`config.mk`:
```
export PLATFORM = sky130hd
export DESIGN_NAME = game_step_scheduler
export DESIGN_NICKNAME = d
export VERILOG_FILES = /design/src/rtl/game_step_scheduler.sv
export SDC_FILE = /design/constraint.sdc
export NUM_CORES = 1
export LEC_CHECK = 0
export ABC_CLOCK_PERIOD_IN_PS = 2800
export BUFFER_PORTS_ARGS = -buffer_cell sky130_fd_sc_hd__buf_2
export CORE_MARGIN = 4
export CORE_UTILIZATION = 55
export DETAILED_ROUTE_END_ITERATION = 16
export PLACE_DENSITY = 0.78
export SYNTH_ARGS = -nofsm -noshare
export SYNTH_HDL_FRONTEND = slang
export SYNTH_SLANG_ARGS = --single-unit
```
`constraint.sdc`:
```
create_clock -name vga_clk -period 2.8 [get_ports vga_clk]
set_input_delay 0.14 -clock vga_clk [delete_from_list [all_inputs] [get_ports vga_clk]]
set_output_delay 0.14 -clock vga_clk [all_outputs]
set_load 0.05 [all_outputs]
```
`src/rtl/game_step_scheduler.sv`:
```
// game_step_scheduler
//   Sequences the game datapath during play: turns raw direction keys into a
//   one-cycle key_press pulse plus a reversal-protected heading, paces move
//   requests on a frame-counted step tick with a req/ack handshake, and
//   shortens the step period as food is eaten.
//
// Ports
//   vga_clk          in   pixel/system clock
//   sys_rst_n        in   asynchronous, active-low reset
//   state[1:0]       in   game state (Gray): 00 START, 01 IN_GAME, 11 WON, 10 OVER
//   frame_start      in   one-cycle pulse per video frame
//   key_up/down/left/right in  synchronous key levels, active-high
//   food_eaten       in   one-cycle pulse from the datapath
//   move_ack         in   datapath accepts the current move
//   move_req         out  move request (held until acked)
//   move_dir[1:0]    out  heading of the request: 00 up, 01 right, 10 down, 11 left
//   key_press        out  one-cycle pulse on any key rising edge
//   level[3:0]       out  current speed level (saturates at 15)
//   frames_per_step[5:0] out  active step period in frames
//   step_overrun     out  sticky: a step tick arrived while a request was pending
module game_step_scheduler #(
   parameter int FPS_INIT      = 30,
   parameter int FPS_MIN       = 6,
   parameter int FPS_DEC       = 2,
   parameter int SPEEDUP_EVERY = 4
) (
   input  logic       vga_clk,
   input  logic       sys_rst_n,
   input  logic [1:0] state,
   input  logic       frame_start,
   input  logic       key_up,
   input  logic       key_down,
   input  logic       key_left,
   input  logic       key_right,
   input  logic       food_eaten,
   input  logic       move_ack,
   output logic       move_req,
   output logic [1:0] move_dir,
   output logic       key_press,
   output logic [3:0] level,
   output logic [5:0] frames_per_step,
   output logic       step_overrun
);

   localparam logic [1:0] GS_START   = 2'b00;
   localparam logic [1:0] GS_IN_GAME = 2'b01;

   localparam logic [0:0] ST_IDLE = 1'b0;
   localparam logic [0:0] ST_REQ  = 1'b1;

   localparam logic [1:0] DIR_UP    = 2'b00;
   localparam logic [1:0] DIR_RIGHT = 2'b01;
   localparam logic [1:0] DIR_DOWN  = 2'b10;
   localparam logic [1:0] DIR_LEFT  = 2'b11;

   localparam logic [5:0] C_FPS_INIT  = 6'(FPS_INIT);
   localparam logic [5:0] C_FPS_MIN   = 6'(FPS_MIN);
   localparam logic [5:0] C_FPS_DEC   = 6'(FPS_DEC);
   localparam logic [6:0] C_DEC_FLOOR = 7'(FPS_MIN + FPS_DEC);
   localparam logic [3:0] C_FOOD_LAST = 4'(SPEEDUP_EVERY - 1);

   logic [3:0] r_key_q;
   logic       r_key_press;
   logic [1:0] r_pending_dir;
   logic [1:0] r_move_dir;
   logic [0:0] r_state;
   logic       r_overrun;
   logic [5:0] r_frame_cnt;
   logic [3:0] r_food_cnt;
   logic [3:0] r_level;
   logic [5:0] r_fps;

   logic [3:0] w_keys;
   logic [3:0] w_rise;
   logic       w_in_game;
   logic       w_start;
   logic [1:0] w_cand;
   logic       w_cand_ok;
   logic [6:0] w_cnt_plus1;
   logic       w_tick;
   logic       w_food_full;
   logic [5:0] w_fps_dec;

   // bit 3 = up ... bit 0 = right, so a priority scan from the top gives up > down > left > right
   assign w_keys      = {key_up, key_down, key_left, key_right};
   assign w_rise      = w_keys & ~r_key_q;
   assign w_in_game   = (state == GS_IN_GAME);
   assign w_start     = (state == GS_START);

   always_comb begin
      w_cand = DIR_RIGHT;
      if (w_rise[3])      w_cand = DIR_UP;
      else if (w_rise[2]) w_cand = DIR_DOWN;
      else if (w_rise[1]) w_cand = DIR_LEFT;
      else                w_cand = DIR_RIGHT;
   end

   // Reversal is judged against the heading actually committed to the datapath,
   // not against the pending one, so two quick turns can still reach "behind".
   assign w_cand_ok   = (|w_rise) && ((w_cand ^ r_move_dir) != 2'b10);

   // ">=" rather than "==" so that a period shortened below the current count
   // still fires on the very next frame instead of wrapping.
   assign w_cnt_plus1 = {1'b0, r_frame_cnt} + 7'd1;
   assign w_tick      = w_in_game && frame_start && (w_cnt_plus1 >= {1'b0, r_fps});

   assign w_food_full = (r_food_cnt >= C_FOOD_LAST);
   assign w_fps_dec   = ({1'b0, r_fps} >= C_DEC_FLOOR) ? (r_fps - C_FPS_DEC) : C_FPS_MIN;

   always_ff @(posedge vga_clk or negedge sys_rst_n) begin
      if (!sys_rst_n) begin
         r_key_q       <= 4'd0;
         r_key_press   <= 1'b0;
         r_pending_dir <= DIR_RIGHT;
         r_move_dir    <= DIR_RIGHT;
         r_state       <= ST_IDLE;
         r_overrun     <= 1'b0;
         r_frame_cnt   <= 6'd0;
         r_food_cnt    <= 4'd0;
         r_level       <= 4'd0;
         r_fps         <= C_FPS_INIT;
      end else begin
         r_key_q     <= w_keys;
         r_key_press <= |w_rise;

         if (w_start) begin
            r_pending_dir <= DIR_RIGHT;
            r_move_dir    <= DIR_RIGHT;
            r_state       <= ST_IDLE;
            r_overrun     <= 1'b0;
            r_frame_cnt   <= 6'd0;
            r_food_cnt    <= 4'd0;
            r_level       <= 4'd0;
            r_fps         <= C_FPS_INIT;
         end else if (w_in_game) begin
            if (frame_start)
               r_frame_cnt <= w_tick ? 6'd0 : w_cnt_plus1[5:0];

            // The tick above already compared against the old period; the new
            // period only matters from the next frame onward.
            if (food_eaten) begin
               if (w_food_full) begin
                  r_food_cnt <= 4'd0;
                  if (r_level != 4'd15)
                     r_level <= r_level + 4'd1;
                  r_fps <= w_fps_dec;
               end else begin
                  r_food_cnt <= r_food_cnt + 4'd1;
               end
            end

            if (w_cand_ok)
               r_pending_dir <= w_cand;

            case (r_state)
               ST_IDLE: begin
                  if (w_tick) begin
                     r_state    <= ST_REQ;
                     r_move_dir <= r_pending_dir;
                  end
               end
               default: begin
                  if (w_tick)
                     r_overrun <= 1'b1;
                  if (move_ack)
                     r_state <= ST_IDLE;
               end
            endcase
         end else begin
            // WON / OVER: freeze everything except abort any outstanding request.
            r_frame_cnt <= 6'd0;
            r_state     <= ST_IDLE;
         end
      end
   end

   assign move_req        = (r_state == ST_REQ);
   assign move_dir        = r_move_dir;
   assign key_press       = r_key_press;
   assign level           = r_level;
   assign frames_per_step = r_fps;
   assign step_overrun    = r_overrun;

endmodule

```
**After elaboration in Yosys (flattened, before gate mapping)**

Index checks and enable logic that the tools add are counted.

- Output and inout port bits: 15
- Input port bits: 11
- Memory bits (writable): 0
- Flip-flop bits (word level): 31
- Memories kept: 0
- Bits in latches: 0
- ROM bits: 0

- Reduce and logical (&&, ||, !) cells: 18
- Equality and inequality tests: 5
- Div/mod/pow operators: 0
- Multiplexer cells: 37
- Magnitude comparators: 3
- Add/sub/neg operators: 4
- Bitwise gates (word level): 3
- Multiply operators: 0
- Shift operators: 0

Operators by type and width:

| kind | count |
|---|---|
| $mux 6 | 9 |
| $mux 4 | 9 |
| $mux 2 | 10 |
| $reduce_bool 2->1 | 7 |
| $mux 1 | 9 |
| $reduce_and 3->1 | 3 |
| $add 4x1->4 const B | 2 |
| $add 6x1->7 const B | 1 |
| $ge 7x6->1 | 1 |
| $ge 6x4->1 const B | 1 |
| $sub 6x2->6 const B | 1 |
| $and 4x4->4 | 1 |
| $ge 4x2->1 const B | 1 |
| $ne 4x4->1 const B | 1 |
| $not 4->4 | 1 |
| $reduce_and 2->1 | 2 |
| $reduce_and 4->1 | 1 |
| $reduce_or 4->1 | 1 |
| $logic_and 1x1->1 | 3 |
| $ne 3x2->1 const B | 1 |
| $eq 2x1->1 const B | 1 |
| $logic_not 2->1 | 1 |
| $ne 2x1->1 const B | 1 |
| $ne 2x2->1 const B | 1 |
| $xor 2x2->2 | 1 |

**Logic depth before layout (Yosys ltp)**

Gate-level depths: netlist of the first run.

- Depth in word-level cells: 11
- Depth in mapped cells: 9

**Worst setup path before layout of the first run**

OpenSTA, ideal clock, no wires.

- Path kind: register -> register
- From: register r_fps[1] (netlist: frames_per_step[1])
- To: register r_move_dir[0] (netlist: move_dir[0])
- Data required time: 2.704 ns
- Data arrival time: 2.038 ns
- Library setup time: 0.096 ns
- Buffers on the path: 0
- Slack: 0.666 ns
- Clock period less this slack: 2.134 ns
- Cell stages (with the launch flop): 8
- Cell sequence: dfstp_2 inv_1 ha_1 o21a_1 o2111ai_1 a311oi_4 nor3b_1 a221oi_2

- Word-level cells in the longest chain between the ends: 4

Ends and longest elaborated chain:

| element | line | source |
|---|---|---|
| start: declaration | 71 | `logic [5:0] r_fps;` |
| start signal: assignment | 146 | `r_fps <= w_fps_dec;` |
| $ge 7x6->1 | 105 | `assign w_tick = w_in_game && frame_start && (w_cnt_plus1 >= {1'b0, r_fps});` |
| $logic_and 1x1->1 | 105 |  |
| $reduce_bool 2->1 (no line) | n/a |  |
| $reduce_and 3->1 (no line) | n/a |  |
| end signal: assignment | 159 | `r_move_dir <= r_pending_dir;` |
| end: declaration | 65 | `logic [1:0] r_move_dir;` |

Every way passes these cells.
A chain may end at the register's enable or synchronous reset.

**Worst setup path after layout of the first run**

- From: register r_frame_cnt[1]
- To: register r_move_dir[0] (netlist: move_dir[0])

- Word-level cells in the longest chain between the ends: 5

Ends and longest elaborated chain:

| element | line | source |
|---|---|---|
| start: declaration | 68 | `logic [5:0] r_frame_cnt;` |
| start signal: assignment | 137 | `r_frame_cnt <= w_tick ? 6'd0 : w_cnt_plus1[5:0];` |
| $add 6x1->7 | 104 | `assign w_cnt_plus1 = {1'b0, r_frame_cnt} + 7'd1;` |
| $ge 7x6->1 | 105 |  |
| $logic_and 1x1->1 | 105 |  |
| $reduce_bool 2->1 (no line) | n/a |  |
| $reduce_and 3->1 (no line) | n/a |  |

Every way passes these cells.

==> results of run 1 <==
==> cell families after synthesis <==
group / share of synthesized area
and+or+nand+nor: 0.1669
buffers and inverters: 0.03858
adders and majority gates: 0.07087
AOI/OAI and AO/OA: 0.1858
xor gates and xnor gates: 0.03307
muxes: 0.02520
DFF: 0.4772
other: 0.002360
==> flip-flops by register name, summed over array words and instances, names as in the netlist <==
name             count
step_overrun         1
r_key_q              4
r_food_cnt           4
frames_per_step      5
move_req             1
r_frame_cnt          6
move_dir             2
level                4
key_press            1
r_pending_dir        2
==> layer usage <==
layer,share of wire,wire length [um],global-route usage
met3,0.053,176,0.06198
met1,0.43,1437,0.2343
met5,0,0,0
met4,0.021,70,0.09697
met2,0.50,1662,0.3169
==> report_power, final <==
| part | internal, mW | total [mW] | leakage (nW) | switching [mW] |
|---|---|---|---|---|
| combinational | 0.107 | 0.368 | 0.496 | 0.261 |
| clock | 0.121 | 0.288 | 0.0343 | 0.167 |
| sequential | 0.501 | 0.545 | 0.380 | 0.0434 |
| total | 0.729 | 1.20 | 0.911 | 0.471 |
==> worst max-delay path, delay by kind of cell (launching register included) <==
kind / cells / cell delay [ns]
AOI/OAI and AO/OA: 4 / 0.75
adders and majority gates: 2 / 0.52
DFF: 1 / 0.41
and+or+nand+nor: 2 / 0.39
xor gates and xnor gates: 1 / 0.22
==> synthesized netlist by cell type (all sizes together) <==
| library cell | instances |
|---|---|
| nand3 | 5 |
| conb | 1 |
| a32o | 1 |
| or2 | 2 |
| o2bb2ai | 1 |
| nand4b | 1 |
| a22o | 6 |
| inv | 11 |
| nor2 | 16 |
| buf | 2 |
| dfstp | 6 |
| nor2b | 5 |
| a221oi | 2 |
| o21ai | 5 |
| nor3 | 3 |
| o2111ai | 1 |
| nand2b | 2 |
| a31oi | 5 |
| clkbuf | 2 |
| and4b | 2 |
| or2b | 1 |
| a21oi | 10 |
| nand2 | 8 |
| dfrtp | 24 |
| ha | 9 |
| o21a | 1 |
| o31ai | 1 |
| a21o | 3 |
| nor3b | 1 |
| a311oi | 1 |
| xnor2 | 6 |
| o21bai | 2 |
| mux2i | 4 |
| and3 | 1 |
| nand3b | 2 |
| nand4 | 1 |
==> final cells by class <==
type / instances / area (um^2)
timing repair buffer: 29 / 170.2
multi-input combinational: 109 / 769.5
sequential: 30 / 758.2
clock buffer: 6 / 51.30
inverter: 11 / 41.29
fill: 230 / 915.9
tap: 31 / 38.79
clock inverter: 2 / 12.51
==> worst max-delay path by stage <==
stage | end | cells past startpoint | from | slack (ns)
floorplan | move_dir[0] | 7 | frames_per_step[1] | 0.67
global placement | move_dir[0] | 9 | r_frame_cnt[1] | 0.60
detailed placement | move_dir[0] | 9 | r_frame_cnt[0] | 0.46
CTS | move_dir[0] | 9 | r_frame_cnt[0] | 0.44
global route | move_dir[0] | 9 | r_frame_cnt[0] | 0.30
finish | move_dir[0] | 9 | r_frame_cnt[1] | 0.44
==> implementation parameters, run 1 <==
Parameter                              Value

Status
  Result of the run    complete, no violations

Placement
  Routability cong.    0.8172
  Placed standard-cell area    1728 um^2
  Setup Slack @ Placement    ~0.46 ns
  Placed Instances    205
  Detailed Place HPWL    2325 um
  Count of input and output buffers    24

Critical path
  Max stage delay cell, worst path    dfrtp_1
  Setup CP Type    register to register
  Worst r2r src    r_frame_cnt[1]
  Worst path arrival time    2.62 ns
  Critical Path RT    a little over 3 ns
  Crit. End Element    register
  Crit Reg-Reg Endpoint    move_dir[0]
  Setup crit start kind    register
  Crit-path max FO    4
  Largest incremental delay on the critical path    about 0.41 ns
  Cell seen most often among critical-path stages    ha_1
  Depth of the most critical reg-to-reg path    9
  Critical path cell sequence    ha_1 -> nand3_2 -> xnor2_1 -> ha_1 -> a21o_1 -> a21oi_1 -> a311oi_4 -> nor3b_1 -> a221oi_2
  Register-to-register path setup slack    0.44 ns

Detailed routing
  Routed wire length    around 3300 um
  Number of DRC violations after detailed routing    0
  Length of the first detailed-routing pass in iterations    5
  Per-cell via count in the routed design    about 5.8
  Starting DRT DRC Count    30
  Number of nets with antenna violations after routing    0
  Number of vias in the routed layout    roughly 1300
  Final routed wire length divided by cell count    ~15 um

CTS
  CTS tree    done
  Cts hold-fix bufs    5
  Resized cells post-CTS    0
  Clock Latency Late Sink    around 0.34 ns
  Total CTS buffers    5
  Clock-pin slew reported for the worst setup and hold paths after clock tree synthesis    0.11 ns
  Number of sinks on the clock net    30
  Number of buffers on the longest clock path    2
  Depth of the CTS H-tree    2
  Root Buffer Master    clkbuf_4
  Number of post-CTS setup repair buffers    0

Yosys
  Post-Syn Area    about 1600 um^2
  Largest area contributor in the synthesized netlist    dfrtp_1
  Flops & latches, synth    30
  Cells taking the most area after synthesis    dfrtp_1 (38%), dfstp_2 (9.9%), ha_1 (7.1%)
  Gate Count Post-Synth    154
  Number of different library cells in the post-synthesis netlist    just over 40
  Synthesized Nets    174
  Proportion of netlist area held by the largest area contributor    0.3780
  Register area share after synthesis    0.4772
  Mean post-synth cell area    10.32 um^2
  Yosys warnings    0

Global routing
  Via count of the first global-routing pass    1241
  GRT Residual Overflow    0
  First-pass GRT wire length    5388 um
  Antenna violations before repair    0
  Overall fraction of global-route tracks in use    0.1955
  Maximum number of pins on one net before global-route repair    31

Timing
  Count of endpoints failing hold in the final timing report    0
  WHS    0.1103 ns
  Maximum achievable frequency    424.5 MHz
  Remaining max-slew budget at the tightest pin    0.4701
  Final sum of negative setup slack    0 ns
  Worst clock skew    0.01022 ns
  Shortest clock period the worst path allows after layout    around 2.4 ns
  Setup slack after layout    about 0.44 ns
  Least-Margin Pin Slew    0.7920 ns
  Final period util    0.8413
  Setup repair after global routing missed its margin    no
  Number of setup violations in the final report    0
  Pins Over Slew Limit    0

Layout
  Commonest cells after routing, fill and taps aside    dfrtp_1 (24), buf_2 (24), nor2_1 (16), inv_1 (10), a21oi_1 (10)
  Non-Filler Instances    around 220
  Layout-stage area growth over the synthesis result    15.91%
  Post-Route Utilization    0.6679
  Post-layout net count    206
  Antenna diodes    0
  Layout cells sized above 1    0.2353
  Area of all placed cells without fillers    about 1800 um^2

Floorplanning
  Die Area    ~3800 um^2
  Horizontal die dimension    61.75 um
  Die Height    61.75 um
  Initial Util    0.5762
  Num rows    19
  Boundary pin count    26
  Area of the core    2758 um^2

Worst hold path
  Hold Crit Start    state[1]
  End of the worst hold path    move_dir[0]
  Worst Hold Depth    2
  Path category of the worst min-delay check    input pin to register

Power and ir drop
  Power per cell area    651.5 nW/um^2
  Final Total Pwr    about 1.2 mW
  Standby leakage power    0.9107 nW
  VDD IR max    0.7128 mV

Job
  Number of maximum-capacitance constraint violations    0
Note: power is estimated with default switching activity, not from simulation.
==> run 2, diff against run 1 <==
ABC_CLOCK_PERIOD_IN_PS = 2050   (was 2800)
CORE_UTILIZATION = 50   (was 55)
PLACE_DENSITY = 0.75   (was 0.78)
clock period = 2.05 ns   (was 2.8 ns; I/O delays follow)
==> implementation parameters, run 2 (synthesized netlist as in run 1, its figures left out) <==
Parameter                              Value

Floorplanning
  Die Area    4144 um^2 (was 3813 um^2)
  Initial Util    0.5205 (was 0.5762)
  Area of the core    3053 um^2 (was 2758 um^2)
  Die Height    64.38 um (was 61.75 um)
  Horizontal die dimension    64.38 um (was 61.75 um)
  Num rows    20 (was 19)
  Boundary pin count    26 (unchanged)

Timing
  Remaining max-slew budget at the tightest pin    0.5605 (was 0.4701)
  Count of endpoints failing hold in the final timing report    0 (unchanged)
  Least-Margin Pin Slew    0.6593 ns (was 0.7920 ns)
  Number of setup violations in the final report    8 (was 0)
  Shortest clock period the worst path allows after layout    2.141 ns (was 2.356 ns)
  Worst clock skew    0.01654 ns (was 0.01022 ns)
  Pins Over Slew Limit    0 (unchanged)
  Maximum achievable frequency    467.1 MHz (was 424.5 MHz)
  Setup repair after global routing missed its margin    yes (was no)
  Setup slack after layout    -0.09104 ns (was 0.4444 ns)
  Final period util    1.044 (was 0.8413)

Layout
  Antenna diodes    0 (unchanged)
  Area of all placed cells without fillers    1958 um^2 (was 1842 um^2)
  Non-Filler Instances    238 (was 218)
  Layout-stage area growth over the synthesis result    23.23% (was 15.91%)
  Reg with most FFs    r_frame_cnt (unchanged)
  Post-layout net count    213 (was 206)
  Layout cells sized above 1    0.2887 (was 0.2353)
  Area occupied by multi-input gates    820.8 um^2 (was 769.5 um^2)
  Post-Route Utilization    0.6414 (was 0.6679)
  # fillers    268 (was 230)
  Sequential Area    758.2 um^2 (unchanged)
  Number of flip-flops under the largest register name    6 (unchanged)
  Commonest cells after routing, fill and taps aside    dfrtp_1 (24), buf_2 (24), nor2_1 (16), inv_1 (9), a21oi_1 (9) (was dfrtp_1 (24), buf_2 (24), nor2_1 (16), inv_1 (10), a21oi_1 (10))

CTS
  Number of sinks on the clock net    30 (unchanged)
  Clock Latency Late Sink    0.33 ns (was 0.34 ns)
  Root Buffer Master    clkbuf_4 (unchanged)
  Total CTS buffers    5 (unchanged)
  Clock-pin slew reported for the worst setup and hold paths after clock tree synthesis    0.09 ns (was 0.11 ns)
  Number of buffers on the longest clock path    2 (unchanged)
  CTS tree    done (unchanged)
  Depth of the CTS H-tree    2 (unchanged)

Worst hold path
  End of the worst hold path    move_req (was move_dir[0])
  Path category of the worst min-delay check    input pin to register (unchanged)
  Hold Crit Start    move_ack (was state[1])
  Worst Hold Depth    4 (was 2)

Placement
  Count of input and output buffers    24 (unchanged)
  Placed standard-cell area    1792 um^2 (was 1728 um^2)
  Detailed Place HPWL    2437 um (was 2325 um)
  Routability cong.    0.7807 (was 0.8172)
  Placed Instances    223 (was 205)

Detailed routing
  Number of DRC violations after detailed routing    0 (unchanged)
  Length of the first detailed-routing pass in iterations    5 (unchanged)
  Number of nets with antenna violations after routing    0 (unchanged)
  Per-cell via count in the routed design    5.492 (was 5.830)
  Starting DRT DRC Count    61 (was 30)
  Number of vias in the routed layout    1307 (was 1271)
  Routed wire length    3445 um (was 3345 um)
  Final routed wire length divided by cell count    14.47 um (was 15.34 um)

Global routing
  Maximum number of pins on one net before global-route repair    31 (unchanged)
  Antenna violations before repair    0 (unchanged)
  First-pass GRT wire length    5768 um (was 5388 um)
  Overall fraction of global-route tracks in use    0.1814 (was 0.1955)
  GRT Residual Overflow    0 (unchanged)
  Via count of the first global-routing pass    1296 (was 1241)

Power and ir drop
  Switching share of power    0.3861 (was 0.3926)
  Part of the total power dissipated in combinational logic    0.326 (was 0.306)
  Total internal power    1.011 mW (was 728.9 uW)
  Power share of the sequential group    0.451 (was 0.454)
  Clk pwr share    0.223 (was 0.240)
  Final Total Pwr    1.648 mW (was 1.200 mW)
  Standby leakage power    0.9521 nW (was 0.9107 nW)
  VDD IR max    0.7536 mV (was 0.7128 mV)
  Power per cell area    841.4 nW/um^2 (was 651.5 nW/um^2)
  Total net switching power    636.2 uW (was 471.1 uW)

Critical path
  Setup crit start kind    register (unchanged)
  Critical Path RT    2.30 ns (was 3.07 ns)
  Crit Reg-Reg Endpoint    r_frame_cnt[5] (was move_dir[0])
  Crit-path max FO    4 (unchanged)
  Depth of the most critical reg-to-reg path    9 (unchanged)
  Register-to-register path setup slack    -0.09 ns (was 0.44 ns)
  Largest incremental delay on the critical path    0.41 ns (about the same)
  Setup CP Type    register to register (unchanged)
  Crit. End Element    register (unchanged)
  Critical path cell sequence    ha_2 -> or2b_1 -> nand2_1 -> ha_1 -> o21a_1 -> o2111ai_4 -> nand4b_1 -> inv_2 -> a22o_1 (was ha_1 -> nand3_2 -> xnor2_1 -> ha_1 -> a21o_1 -> a21oi_1 -> a311oi_4 -> nor3b_1 -> a221oi_2)
  Max stage delay cell, worst path    dfrtp_1 (unchanged)
  Worst r2r src    r_frame_cnt[1] (unchanged)
  Worst path arrival time    2.40 ns (was 2.62 ns)

Status
  Violated checks    negative setup slack
  Result of the run    finished with violations (was complete, no violations)

Job
  Number of maximum-capacitance constraint violations    0 (unchanged)
run 2: area by class of cell:
class	instances	share of cell area
clock buffers	7	0.02811
clock inverters	1	0.002556
inverters	11	0.02109
multi-input cells	109	0.4192
flip-flops and latches	30	0.3872
well taps	44	0.02811
repair buffers	36	0.1137
run 2: worst max-delay path by stage:
stage                                end               start  slack (ns)  cells past startpoint
after floorplan              move_dir[1]  frames_per_step[1]       0.002                      7
after global placement       move_dir[1]      r_frame_cnt[0]       -0.01                      9
after detailed placement     move_dir[1]      r_frame_cnt[0]       -0.12                      9
after CTS                    move_dir[1]      r_frame_cnt[1]       -0.05                      9
after global routing      r_frame_cnt[5]      r_frame_cnt[1]       -0.19                      9
final                     r_frame_cnt[5]      r_frame_cnt[1]       -0.09                      9
run 2: power by group through the flow:
stage               Clock [mW]  Combinational [mW]  Sequential (mW)
floorplan                    0               0.199            0.932
global placement             0               0.491            0.749
detailed placement           0               0.506            0.756
CTS                      0.385               0.537            0.743
global route             0.416               0.582            0.755
finish                   0.368               0.537            0.743
run 2: critical path: cells and delay by family, from the launching register on:
kind / cells / cell delay (ns)
flip-flops: 1 / 0.41
AND/OR/NAND/NOR: 3 / 0.56
adder cells (fa/ha/maj): 2 / 0.43
buffers and inverters: 1 / 0.15
AO/OA/AOI/OAI: 3 / 0.52
run 2: timing repair:
| item | CTS | global route |
|---|---|---|
| resized for setup | 5 | 0 |
| pin swaps | 8 | 3 |
| cloned | 0 | 0 |
| buffers inserted | 2 | 0 |
| setup endpoints to repair | 10 | 10 |
| hold endpoints to repair | 28 | 0 |
| hold buffers | 5 | 0 |
run 2: routing by layer:
layer  vias to the layer above  track usage  share of wire
met4                         0      0.09499          0.024
met5                         -            0              0
met2                        35       0.3106           0.50
met1                       635       0.2092           0.44
met3                         9      0.04218          0.040
li1                        628            -              -
run 2: per-stage QoR:
step | worst slack, ns | setup TNS (ns) | hold slack (ns)
after CTS | -0.04604 | -0.1824 | 0.07237
after global routing | -0.1899 | -1.421 | 0.09789
after global placement | -0.01211 | -0.01211 | 0.1624
after detailed placement | -0.1187 | -0.5959 | 0.1787
after floorplan | 0.001700 | 0 | -0.1931
final | -0.09104 | -0.5081 | 0.08917
